$ cat src/rtl/psum_accumulator.sv
// psum_accumulator: sums cfg_tiles adder-tree beats into one dot-product result and queues
// results in a small FIFO drained over valid/ready. Define PSUM_SATURATE_EN for clamping + sat_flag.
module psum_accumulator #(
  parameter int IN_W       = 16,
  parameter int ACC_W      = 32,
  parameter int FIFO_DEPTH = 4,
  parameter int CNT_W      = 8
) (
  input  logic                        clk,
  input  logic                        reset,
  input  logic [CNT_W-1:0]            cfg_tiles,
  input  logic                        in_valid,
  output logic                        in_ready,
  input  logic [IN_W-1:0]             in_sum,
  output logic                        out_valid,
  input  logic                        out_ready,
  output logic [ACC_W-1:0]            out_data,
  output logic                        busy,
`ifdef PSUM_SATURATE_EN
  output logic                        sat_flag,
`endif
  output logic [$clog2(FIFO_DEPTH):0] fifo_cnt
);

  localparam int PTR_W = $clog2(FIFO_DEPTH);
  localparam logic [PTR_W:0]   FULL_CNT = (PTR_W+1)'(FIFO_DEPTH);
  localparam logic [PTR_W:0]   FCNT_ONE = (PTR_W+1)'(1);
  localparam logic [PTR_W-1:0] PTR_ONE  = PTR_W'(1);
  localparam logic [CNT_W-1:0] CNT_ONE  = CNT_W'(1);

  typedef enum logic {IDLE, ACCUM} state_t;

  state_t               state_q, state_d;
  logic [ACC_W-1:0]     acc_q, acc_d;
  logic [CNT_W-1:0]     cnt_q, cnt_d;
  logic [CNT_W-1:0]     tiles_q, tiles_d;
  logic [PTR_W-1:0]     wr_ptr_q, wr_ptr_d;
  logic [PTR_W-1:0]     rd_ptr_q, rd_ptr_d;
  logic [PTR_W:0]       fcnt_q, fcnt_d;
  logic [ACC_W-1:0]     mem_q [FIFO_DEPTH];
  logic [ACC_W-1:0]     mem_d [FIFO_DEPTH];

  logic                 accept;
  logic                 push;
  logic                 pop;
  logic [CNT_W-1:0]     tiles_new;
  logic [ACC_W-1:0]     in_ext;
  logic [ACC_W-1:0]     acc_base;
  logic [ACC_W-1:0]     sum;

  assign in_ready = (fcnt_q != FULL_CNT);
  assign accept   = in_valid && in_ready;
  assign pop      = (fcnt_q != '0) && out_ready;
  assign in_ext   = ACC_W'($signed(in_sum));
  assign acc_base = (state_q == IDLE) ? '0 : acc_q;

`ifdef PSUM_SATURATE_EN
  localparam logic [ACC_W-1:0] MAX_POS = {1'b0, {(ACC_W-1){1'b1}}};
  localparam logic [ACC_W-1:0] MIN_NEG = {1'b1, {(ACC_W-1){1'b0}}};

  logic [ACC_W:0]   wide;
  logic             ovf;
  logic             beat_flag;
  logic             sat_acc_q, sat_acc_d;
  logic             flag_q [FIFO_DEPTH];
  logic             flag_d [FIFO_DEPTH];

  // One guard bit: overflow shows up as the top two bits disagreeing.
  assign wide = {acc_base[ACC_W-1], acc_base} + {in_ext[ACC_W-1], in_ext};
  assign ovf  = wide[ACC_W] ^ wide[ACC_W-1];
  assign sum  = ovf ? (wide[ACC_W] ? MIN_NEG : MAX_POS) : wide[ACC_W-1:0];

  always_comb begin
    beat_flag = ((state_q == ACCUM) && sat_acc_q) || ovf;
    sat_acc_d = sat_acc_q;
    if (accept) sat_acc_d = push ? 1'b0 : beat_flag;
    flag_d = flag_q;
    if (push) flag_d[wr_ptr_q] = beat_flag;
  end

  assign sat_flag = (fcnt_q != '0) ? flag_q[rd_ptr_q] : 1'b0;

  always_ff @(posedge clk or posedge reset) begin
    if (reset) begin
      sat_acc_q <= 1'b0;
      flag_q    <= '{default: 1'b0};
    end else begin
      sat_acc_q <= sat_acc_d;
      flag_q    <= flag_d;
    end
  end
`else
  assign sum = acc_base + in_ext;
`endif

  always_comb begin
    state_d   = state_q;
    acc_d     = acc_q;
    cnt_d     = cnt_q;
    tiles_d   = tiles_q;
    push      = 1'b0;
    tiles_new = (cfg_tiles == '0) ? CNT_ONE : cfg_tiles;
    case (state_q)
      IDLE: begin
        if (accept) begin
          tiles_d = tiles_new;
          if (tiles_new == CNT_ONE) begin
            push = 1'b1;
          end else begin
            acc_d   = sum;
            cnt_d   = CNT_ONE;
            state_d = ACCUM;
          end
        end
      end
      ACCUM: begin
        // cfg_tiles is deliberately ignored here; the count latched on the first beat rules.
        if (accept) begin
          if (cnt_q == tiles_q - CNT_ONE) begin
            push    = 1'b1;
            acc_d   = '0;
            cnt_d   = '0;
            state_d = IDLE;
          end else begin
            acc_d = sum;
            cnt_d = cnt_q + CNT_ONE;
          end
        end
      end
      default: state_d = IDLE;
    endcase
  end

  always_comb begin
    mem_d    = mem_q;
    wr_ptr_d = wr_ptr_q;
    rd_ptr_d = rd_ptr_q;
    fcnt_d   = fcnt_q;
    if (push) begin
      mem_d[wr_ptr_q] = sum;
      wr_ptr_d        = wr_ptr_q + PTR_ONE;
    end
    if (pop) rd_ptr_d = rd_ptr_q + PTR_ONE;
    case ({push, pop})
      2'b10:   fcnt_d = fcnt_q + FCNT_ONE;
      2'b01:   fcnt_d = fcnt_q - FCNT_ONE;
      default: fcnt_d = fcnt_q;
    endcase
  end

  always_ff @(posedge clk or posedge reset) begin
    if (reset) begin
      state_q  <= IDLE;
      acc_q    <= '0;
      cnt_q    <= '0;
      tiles_q  <= CNT_ONE;
      wr_ptr_q <= '0;
      rd_ptr_q <= '0;
      fcnt_q   <= '0;
      mem_q    <= '{default: '0};
    end else begin
      state_q  <= state_d;
      acc_q    <= acc_d;
      cnt_q    <= cnt_d;
      tiles_q  <= tiles_d;
      wr_ptr_q <= wr_ptr_d;
      rd_ptr_q <= rd_ptr_d;
      fcnt_q   <= fcnt_d;
      mem_q    <= mem_d;
    end
  end

  assign out_valid = (fcnt_q != '0);
  assign out_data  = (fcnt_q != '0) ? mem_q[rd_ptr_q] : '0;
  assign busy      = (state_q == ACCUM);
  assign fifo_cnt  = fcnt_q;

endmodule
$ cat config.mk
export PLATFORM = sky130hd
export DESIGN_NAME = psum_accumulator
export DESIGN_NICKNAME = d
export VERILOG_FILES = /design/src/rtl/psum_accumulator.sv
export SDC_FILE = /design/constraint.sdc
export NUM_CORES = 1
export LEC_CHECK = 0
export BUFFER_PORTS_ARGS = -buffer_cell sky130_fd_sc_hd__buf_2
export CORE_ASPECT_RATIO = 0.7
export CORE_MARGIN = 10
export CORE_UTILIZATION = 48
export DETAILED_ROUTE_END_ITERATION = 10
export GPL_ROUTABILITY_DRIVEN = 0
export PLACE_DENSITY = 0.67
export SLEW_MARGIN = 40
export SYNTH_ARGS = -nofsm -noshare
export SYNTH_HDL_FRONTEND = slang
export SYNTH_SLANG_ARGS = --single-unit
$ cat constraint.sdc
create_clock -name clk -period 10.9 [get_ports clk]
set_input_delay 2.18 -clock clk [delete_from_list [all_inputs] [get_ports clk]]
set_output_delay 2.18 -clock clk [all_outputs]
set_load 0.005 [all_outputs]
==> flow_metrics.env, run 1 <==
export IMPL_outcome="finished, final reports clean"
export IMPL_grt_usage_pct=18.5
export IMPL_crit_chain="buf_2 > or4_1 > or4_1 > nand2b_1 > a21oi_2 > inv_1 > ha_1 > inv_1 > fa_1 > xor2_1 > nor2_1 > xor2_1"
export IMPL_seqPwrFrac_pct=29.8
export IMPL_ios=66
export IMPL_fp_dieH_um=142
export IMPL_place_area_um2=10700
export IMPL_core_area_um2=20800
export IMPL_crit_family="simple AND/OR/NAND/NOR gates"
export IMPL_period_share_pct=43.4
export IMPL_n_fill_cell=1861
export IMPL_crit_type="in -> reg"
export IMPL_drt_iter0_drc=644
export IMPL_synth_main_ff_cell="dfrtp_1"
export IMPL_drc=0
export IMPL_async_reset_ff_share_pct=100
export IMPL_overflow=0
export IMPL_power_internal_w=0.00175
export IMPL_worst_path_buf_inv=3
export IMPL_initial_core_util_pct=48.8
export IMPL_cts_hold_buf=0
export IMPL_hpwlAfterDp_mm=17.4
export IMPL_die_area_um2=27400
export IMPL_avgSynthCellArea_um2=9.62
export IMPL_grt_max_degree=110
export IMPL_p_clk_share_pct=20.4
export IMPL_yosysWarnings=0
export IMPL_synth_top_area_share_pct=45.2
export IMPL_clock_skew_ps=10.5
export IMPL_syn_nets=1121
export IMPL_first_global_vias=7565
export IMPL_ant_nets=0
export IMPL_slew_viol_final=0
export IMPL_worstPathArrival_ps=5050
export IMPL_combPwrFrac_pct=49.8
export IMPL_clk_insertion_delay_late_ps=440
export IMPL_setup_viol=0
export IMPL_clk_pin_slew_ps=80
export IMPL_crit_required_ps=11230
export IMPL_seq_area_frac_synth_pct=45.5
export IMPL_clock_root_buffer="clkbuf_16"
export IMPL_rows=44
export IMPL_synth_edf_count=0
export IMPL_synth_area_leader_cell="dfrtp_1"
export IMPL_regArea_um2=4610
export IMPL_hp_class="reg -> reg"
export IMPL_fin_worst_hold_slack_ps=478
export IMPL_layout_drive_gt1_share_pct=15.2
export IMPL_io_buffers=65
export IMPL_cts_htree_levels=4
export IMPL_worst_pin_slew_ps=837
export IMPL_worstSetupEndpointType="flop"
export IMPL_yosys_top_cells_count="nand2_1 (195), dfrtp_1 (183), o21ai_0 (178), and2_1 (68), clkbuf_1 (55)"
export IMPL_cts_tree="done"
export IMPL_rsz0062_at_grt="no"
export IMPL_grt_pass1_wl_mm=41.6
export IMPL_cts_resized=0
export IMPL_power_leakage_nw=5.08
export IMPL_drv_cap=0
export IMPL_vias_per_cell=5.74
export IMPL_crit_path_start_kind="input port"
export IMPL_switchingPower_w=0.00147
export IMPL_powerDensity_nw_per_um2=285
export IMPL_synthTopCellsByArea="dfrtp_1 (45%), o21ai_0 (8.8%), nand2_1 (7.2%)"
export IMPL_max_vdd_ir_drop_uv=144
export IMPL_mappedNetlistArea_um2=10100
export IMPL_clockBufferDepth=2
export IMPL_syn2layout_area_growth_pct=11.9
export IMPL_cpMaxStageDelayCell="a21oi_2"
export IMPL_post_cts_buffers=0
export IMPL_sw_frac_of_total_pct=45.7
export IMPL_synth_distinct_cells=63
export IMPL_die_x_um=194
export IMPL_vias=7897
export IMPL_final_hold_viol_count=0
export IMPL_wl_per_cell_um=18.3
export IMPL_clock_sinks=184
export IMPL_cp_max_fo=15
export IMPL_finalSetupTns_ps=0
export IMPL_multiInputGateArea_um2=5250
export IMPL_synth_cells=1053
export IMPL_yosysMostFrequentCell="nand2_1"
export IMPL_ys_seq_elements=184
export IMPL_slew_headroom_pct=44.0
export IMPL_cts_buffers_inserted=17
export IMPL_fin_area_um2=11300
export IMPL_antenna_found_initial=0
export IMPL_slowest_delay_ps=600
export IMPL_drt_pass1_iter_count=6
export IMPL_nets=1153
export IMPL_period_needed_ps=4730
export IMPL_wirelength_mm=25.2
export IMPL_fmax_mhz=212
stage by stage:
step,power [W],setup slack [ps],utilization [%],instances
floorplan,0.00205,3720,-,1053
global placement,0.00252,5830,51.4,1342
detailed placement,0.00255,5740,51.5,1342
CTS,0.00322,6200,54.6,1374
global route,0.00347,6050,54.6,1374
finish,0.00323,6170,54.6,1375
registers in the layout (all words and copies together), names as in the netlist:
name,count
rd_ptr_q,2
fifo_cnt,3
wr_ptr_q,2
tiles_q,8
mem_q,128
cnt_q,8
busy,1
acc_q,32
final timing paths:
kind / startpoint / endpoint / slack, ps / cells after the start
setup reg to reg: tiles_q[0]$_DFFE_PP1P_ / fifo_cnt[2]$_DFFE_PP0P_ / 7150 / 14
hold / removal: acc_q[26]$_DFFE_PP0P_ / acc_q[26]$_DFFE_PP0P_ / 480 / 2
max in group asynchronous: reset / mem_q[47]$_DFFE_PP0P_ / 7960 / 3
min in group asynchronous: reset / fifo_cnt[1]$_DFFE_PP0P_ / 1810 / 2
setup / recovery: cfg_tiles[4] / fifo_cnt[2]$_DFFE_PP0P_ / 6170 / 12
hold reg to reg: acc_q[26]$_DFFE_PP0P_ / acc_q[26]$_DFFE_PP0P_ / 480 / 2
cell families (layout without fill, tap and decap cells):
family	after synthesis	in the layout	share of synthesized area [%]
other	0	1	0
XOR/XNOR	41	41	3.55
buffers and inverters	81	126	3.05
AO/OA/AOI/OAI	294	294	17.1
adder cells (fa/ha/maj)	40	40	5.09
AND/OR/NAND/NOR	373	373	17.7
flip-flops	184	184	45.5
multiplexers	40	40	7.99
placed cells by master (no fill, tap or decap), types with 4 or more instances in the layout:
master	count
a22o_1	5
buf_4	9
nor2b_1	15
nor2_1	29
inv_1	18
a21o_1	10
a211oi_1	6
nand4_1	7
mux2_2	7
xnor2_1	22
ha_1	38
xor2_1	19
mux4_2	32
clkbuf_16	17
and3_1	4
o21bai_1	4
o21ai_0	178
or3_1	4
nand3_1	17
or2_2	4
and2_1	68
nor3_1	7
dfrtp_1	182
a221oi_1	4
clkinv_8	7
a21oi_1	35
o211ai_4	4
o211ai_1	5
buf_2	65
a31oi_1	19
nand2_1	195
power by group through the flow:
stage	clock (W)	sequential (W)	combinational (W)
after floorplan	0	0.000939	0.00111
after global placement	0	0.000964	0.00156
after detailed placement	0	0.000970	0.00158
after CTS	0.000671	0.000960	0.00159
after global routing	0.000700	0.000985	0.00179
final	0.000659	0.000960	0.00161
cell type report:
cell class	instances	area share (%)
antenna	1	0.0221
clock buffer	17	3.75
clock inverter	15	1.94
inverter	19	0.739
multi-input combinational	788	46.3
sequential	184	40.6
tap	276	3.05
timing repair buffer	75	3.56
metal layers:
layer,global-route usage [%],up-vias,share of wire [%]
li1,-,3782,-
met1,28.9,3907,53
met2,26.1,196,42
met3,3.20,12,4.5
met4,3.34,0,0.59
met5,0,-,0
worst min-delay path, delay by kind of cell (launching register included):
| kind | cells | cell delay [ps] |
|---|---|---|
| AO/OA/AOI/OAI | 1 | 60 |
| flip-flops | 1 | 340 |
| AND/OR/NAND/NOR | 1 | 40 |
No activity file was read; power rests on OpenSTA's default activity.
==> run 2: changes to the inputs <==
- ABC_AREA: not set -> 1
- PLACE_DENSITY: 0.67 -> 0.66
- clock period: 10.9 -> 4.9 ns (I/O delays scaled with it)
==> flow_metrics.env, run 2 <==
export IMPL_final_hold_viol_count=0
export IMPL_worst_pin_slew_ps=841
export IMPL_nets=1832
export IMPL_largest_register_ffs=128
export IMPL_worstReg2RegStart="busy$_DFF_PP0_"
export IMPL_wl_per_cell_um=16.5
export IMPL_place_area_um2=12300
export IMPL_ant_nets=0
export IMPL_die_x_um=207
export IMPL_syn_nets=1815
export IMPL_r2r_end="mem_q[108]$_DFFE_PP0P_"
export IMPL_seqPwrFrac_pct=25.3
export IMPL_slowest_delay_ps=600
export IMPL_n_antenna_cell=0
export IMPL_period_share_pct=72.0
export IMPL_p_clk_share_pct=16.1
export IMPL_fin_util_pct=54.0
export IMPL_crit_family="buffers and inverters"
export IMPL_finalSetupTns_ps=0
export IMPL_antenna_found_initial=0
export IMPL_drt_pass1_iter_count=5
export IMPL_setup_viol=0
export IMPL_switchingPower_w=0.00450
export IMPL_worstPathArrival_ps=2550
export IMPL_yosys_top_cells_count="nand2_1 (690), nor2_1 (185), dfrtp_1 (183), inv_1 (181), nand4_1 (137)"
export IMPL_synth_cells=1747
export IMPL_dp_slack_ps=1490
export IMPL_period_needed_ps=3530
export IMPL_yosysMostFrequentCell="nand2_1"
export IMPL_ios=66
export IMPL_clock_sinks=184
export IMPL_synth_distinct_cells=33
export IMPL_cts_buffers_inserted=17
export IMPL_slew_headroom_pct=43.8
export IMPL_crit_chain="clkinv_1 > buf_4 > o21ai_0 > a21oi_1 > buf_2"
export IMPL_syn2layout_area_growth_pct=9.43
export IMPL_slew_viol_final=0
export IMPL_post_cts_buffers=0
export IMPL_crit_cells=5
export IMPL_hpwlAfterDp_mm=23.9
export IMPL_r2r_cells=12
export IMPL_crit_required_ps=3920
export IMPL_cts_htree_levels=4
export IMPL_powerDensity_nw_per_um2=659
export IMPL_drt_iter0_drc=1114
export IMPL_fp_dieH_um=151
export IMPL_seq_area_frac_synth_pct=39.1
export IMPL_vias_per_cell=5.33
export IMPL_setup_worst_path_start="rd_ptr_q[0]$_DFFE_PP0P_"
export IMPL_layout_common_cells="nand2_1 (690), nor2_1 (185), dfrtp_1 (182), inv_1 (178), nand4_1 (137)"
export IMPL_synth_area_leader_cell="dfrtp_1"
export IMPL_rsz0062_at_grt="no"
export IMPL_ys_seq_elements=184
export IMPL_max_vdd_ir_drop_uv=413
export IMPL_initial_core_util_pct=49.3
export IMPL_power_internal_w=0.00399
export IMPL_fin_ws_ps=1370
export IMPL_cts_hold_buf=0
export IMPL_regArea_um2=4610
export IMPL_drv_cap=0
export IMPL_cts_resized=0
export IMPL_yosysWarnings=0
export IMPL_clk_insertion_delay_late_ps=450
export IMPL_mappedNetlistArea_um2=11800
export IMPL_overflow=0
export IMPL_synthTopCellsByArea="dfrtp_1 (39%), nand2_1 (22%), nand4_1 (7.3%)"
export IMPL_sw_frac_of_total_pct=53.0
export IMPL_clockBufferDepth=2
export IMPL_worst_path_buf_inv=3
export IMPL_largest_register="mem_q"
export IMPL_worstSetupEndpointType="primary output"
export IMPL_crit_path_start_kind="flop"
export IMPL_cpMaxStageDelayCell="clkinv_1"
export IMPL_core_area_um2=23900
export IMPL_clock_root_buffer="clkbuf_16"
export IMPL_outcome="finished, final reports clean"
export IMPL_avgSynthCellArea_um2=6.74
export IMPL_crit_type="reg -> out"
export IMPL_fmax_mhz=284
export IMPL_first_global_vias=10400
export IMPL_combPwrFrac_pct=58.5
export IMPL_synth_main_ff_cell="dfrtp_1"
export IMPL_crit_path_end="out_data[31]"
export IMPL_fin_area_um2=12900
export IMPL_synth_top_area_share_pct=38.9
export IMPL_grt_usage_pct=22.3
export IMPL_grt_max_degree=93
export IMPL_grt_pass1_wl_mm=56.6
export IMPL_cts_tree="done"
export IMPL_rows=47
export IMPL_power_leakage_nw=7.43
export IMPL_synth_edf_count=0
export IMPL_async_reset_ff_share_pct=100
export IMPL_vias=11200
export IMPL_drc=0
export IMPL_hp_class="in -> async"
export IMPL_ff2ff_setup_slack_ps=1500
export IMPL_clock_skew_ps=18.2
export IMPL_wirelength_mm=34.6
export IMPL_final_common_cell="nand2_1"
export IMPL_io_buffers=65
export IMPL_multiInputGateArea_um2=6040
export IMPL_clk_pin_slew_ps=80
export IMPL_reg_top3="mem_q: 128 flops, acc_q: 32 flops"
export IMPL_p_total_w=0.00849
export IMPL_n_fill_cell=2368
export IMPL_die_area_um2=31300
export IMPL_layout_drive_gt1_share_pct=7.93
export IMPL_cp_max_fo=28
run 2: cell count changes after synthesis, sizes merged, moves of 27 or more:
cell	previous run	this run
and2	68	8
nand4	7	137
o21ai	178	75
nand3	17	44
nor2	29	188
nand2	195	691
mux4	32	0
inv	19	184
buf	7	39
run 2: worst register-to-register path: stages, from the launching register on:
cell and delay (ps):
dfrtp_1 670, buf_4 320, nand2_1 60, inv_1 40, ha_1 230, fa_1 480
nand3_1 100, nand3_1 160, nand3_1 130, nand3_1 170, xor2_1 700, nand4_1 170
nand2_1 110
run 2: worst min path at each step:
| stage | endpoint | depth (start not counted) |
|---|---|---|
| 6_report | cnt_q[7]$_DFFE_PP0P_ | 2 |
| 5_1_grt | cnt_q[7]$_DFFE_PP0P_ | 2 |
| 4_1_cts | mem_q[67]$_DFFE_PP0P_ | 2 |
| 3_5_place_dp | mem_q[71]$_DFFE_PP0P_ | 2 |
| 3_3_place_gp | mem_q[71]$_DFFE_PP0P_ | 2 |
| 2_1_floorplan | mem_q[0]$_DFFE_PP0P_ | 2 |
run 2: layout make-up:
cell class | instances | share of cell area, %
Inverter | 184 | 5.40
Clock buffer | 17 | 3.30
Clock inverter | 15 | 1.25
Timing Repair Buffer | 90 | 4.30
Multi-Input combinational cell | 1287 | 46.9
Sequential cell | 184 | 35.8
Tap cell | 318 | 3.09
run 2: power groups by stage:
| stage | sequential, W | clock [W] | combinational, W |
|---|---|---|---|
| after global placement | 0.00216 | 0 | 0.00481 |
| after CTS | 0.00214 | 0.00139 | 0.00488 |
| after detailed placement | 0.00216 | 0 | 0.00487 |
| after global routing | 0.00219 | 0.00146 | 0.00559 |
| final | 0.00215 | 0.00137 | 0.00497 |
| after floorplan | 0.00208 | 0 | 0.00332 |
run 2: cell families (layout without fill, tap and decap cells):
family                     Yosys count  count (layout)  share of synthesized area (%)
AOI/OAI and AO/OA                  138             138                           5.99
xor gates and xnor gates            30              30                           2.23
and+or+nand+nor                   1079            1079                           38.5
adders and majority gates           40              40                           4.38
DFF                                184             184                           39.1
buffers and inverters              276             306                           9.80
run 2: routing by layer:
metal / vias up / global-route usage, % / wire length (um)
met3: 17 / 4.38 / 2750
met5: - / 0 / 0
met4: 0 / 4.77 / 269
li1: 5569 / - / -
met1: 5193 / 33.3 / 17500
met2: 383 / 32.3 / 14100
run 2: stage by stage:
stage,hold slack [ps],std cells
after floorplan,437,1747
after global placement,448,2062
after detailed placement,453,2062
after CTS,471,2094
after global routing,465,2095
final,466,2095
==> run 3: changes to the inputs <==
- clock period: 4.9 -> 3.6 ns (I/O delays scaled with it)
==> flow_metrics.env, run 3 (synthesized netlist as in run 2, its figures left out) <==
export IMPL_reg_top3="mem_q: 128 flops, acc_q: 32 flops"
export IMPL_wirelength_mm=35.9
export IMPL_fp_dieH_um=151
export IMPL_ant_nets=0
export IMPL_clock_skew_ps=12.8
export IMPL_cts_hold_buf=0
export IMPL_place_area_um2=12500
export IMPL_drv_cap=0
export IMPL_grt_pass1_wl_mm=58.2
export IMPL_power_leakage_nw=7.53
export IMPL_worstSetupEndpointType="primary output"
export IMPL_clk_pin_slew_ps=70
export IMPL_wl_per_cell_um=17.0
export IMPL_cts_htree_levels=4
export IMPL_drt_iter0_drc=1343
export IMPL_clockBufferDepth=2
export IMPL_rsz0062_at_grt="no"
export IMPL_post_cts_buffers=0
export IMPL_io_buffers=65
export IMPL_largest_register="mem_q"
export IMPL_layout_common_cells="nand2_1 (690), nor2_1 (185), dfrtp_1 (182), inv_1 (180), nand4_1 (137)"
export IMPL_layout_drive_gt1_share_pct=8.59
export IMPL_overflow=0
export IMPL_cp_max_fo=29
export IMPL_final_hold_viol_count=0
export IMPL_syn2layout_area_growth_pct=10.7
export IMPL_drc=0
export IMPL_worst_pin_slew_ps=772
export IMPL_hp_class="in -> async"
export IMPL_first_global_vias=10600
export IMPL_clock_root_buffer="clkbuf_16"
export IMPL_slew_viol_final=0
export IMPL_period_needed_ps=3080
export IMPL_initial_core_util_pct=49.3
export IMPL_rows=47
export IMPL_vias_per_cell=5.40
export IMPL_core_area_um2=23900
export IMPL_drt_pass1_iter_count=6
export IMPL_setup_viol=0
export IMPL_grt_usage_pct=23.0
export IMPL_clk_insertion_delay_late_ps=450
export IMPL_vias=11400
export IMPL_ios=66
export IMPL_crit_required_ps=2880
export IMPL_largest_register_ffs=128
export IMPL_clock_sinks=184
export IMPL_crit_type="reg -> out"
export IMPL_outcome="finished, final reports clean"
export IMPL_worstPathArrival_ps=2360
export IMPL_max_vdd_ir_drop_uv=462
export IMPL_powerDensity_nw_per_um2=903
export IMPL_crit_path_start_kind="flop"
export IMPL_cts_resized=0
export IMPL_cts_buffers_inserted=17
export IMPL_slew_headroom_pct=48.5
export IMPL_hpwlAfterDp_mm=24.7
export IMPL_final_common_cell="nand2_1"
export IMPL_antenna_found_initial=0
export IMPL_grt_max_degree=136
export IMPL_fin_area_um2=13000
export IMPL_fmax_mhz=325
export IMPL_die_area_um2=31300
export IMPL_die_x_um=207
export IMPL_finalSetupTns_ps=0
export IMPL_period_share_pct=85.5
export IMPL_nets=1847
export IMPL_cts_tree="done"
export IMPL_n_antenna_cell=0
-- run 3: changes by cell type in the layout (fill, tap and decap cells not counted), moves of 2 or more --
cell,change
xor2_2,-2
inv_6,+3
xor2_1,+2
buf_12,+4
clkinv_8,-3
inv_1,+2
buf_4,+11
-- run 3: cell type report --
type                       instances  area [um2]
clock inverter                    14         130
tap                              318         398
sequential                       184        4610
fill                            2394       10800
inverter                         184         696
multi-input combinational       1287        6030
clock buffer                      18         439
timing repair buffer             105         733
-- run 3: through the flow --
stage          std cells  power (W)  setup slack, ps  utilization [%]  hold slack (ps)
6_report            2110     0.0118              524             54.6              327
5_1_grt             2110     0.0127              241             54.6              330
4_1_cts             2110     0.0117              546             54.5              320
3_5_place_dp        2078    0.00977              580             52.2              453
3_3_place_gp        2076    0.00971              611             52.0              448
2_1_floorplan       1747    0.00736              516                -              437
-- run 3: path summary, 6_finish.rpt --
| check | startpoint | endpoint | slack (ps) | cells past startpoint |
|---|---|---|---|---|
| setup / recovery | rd_ptr_q[0]$_DFFE_PP0P_ | out_data[7] | 520 | 6 |
| hold / removal | reset | mem_q[6]$_DFFE_PP0P_ | 330 | 3 |
| setup reg to reg | busy$_DFF_PP0_ | mem_q[31]$_DFFE_PP0P_ | 550 | 16 |
| hold reg to reg | mem_q[85]$_DFFE_PP0P_ | mem_q[85]$_DFFE_PP0P_ | 470 | 2 |
| max in group asynchronous | reset | acc_q[22]$_DFFE_PP0P_ | 2590 | 5 |
| min in group clk | mem_q[85]$_DFFE_PP0P_ | mem_q[85]$_DFFE_PP0P_ | 470 | 2 |
-- run 3: critical path, cell delays in order (launching register included) --
cell and delay, ps:
dfrtp_2 800, buf_4 420, nor2_1 80, nor2_1 90
o21ai_0 90, a21oi_1 230, buf_2 170
-- run 3: power breakdown --
group          leakage (nW)  internal [W]  switching, W
sequential             2.47       0.00255      0.000432
clock                 0.272      0.000931      0.000917
combinational          4.79       0.00210       0.00483
total                  7.53       0.00558       0.00618
-- run 3: layer usage --
| layer | GRT usage (%) | vias up | wire length (um) |
|---|---|---|---|
| met5 | 0 | - | 0 |
| met4 | 4.33 | 0 | 272 |
| met3 | 4.46 | 24 | 2970 |
| met2 | 34.3 | 402 | 15100 |
| met1 | 33.8 | 5377 | 17500 |
| li1 | - | 5597 | - |
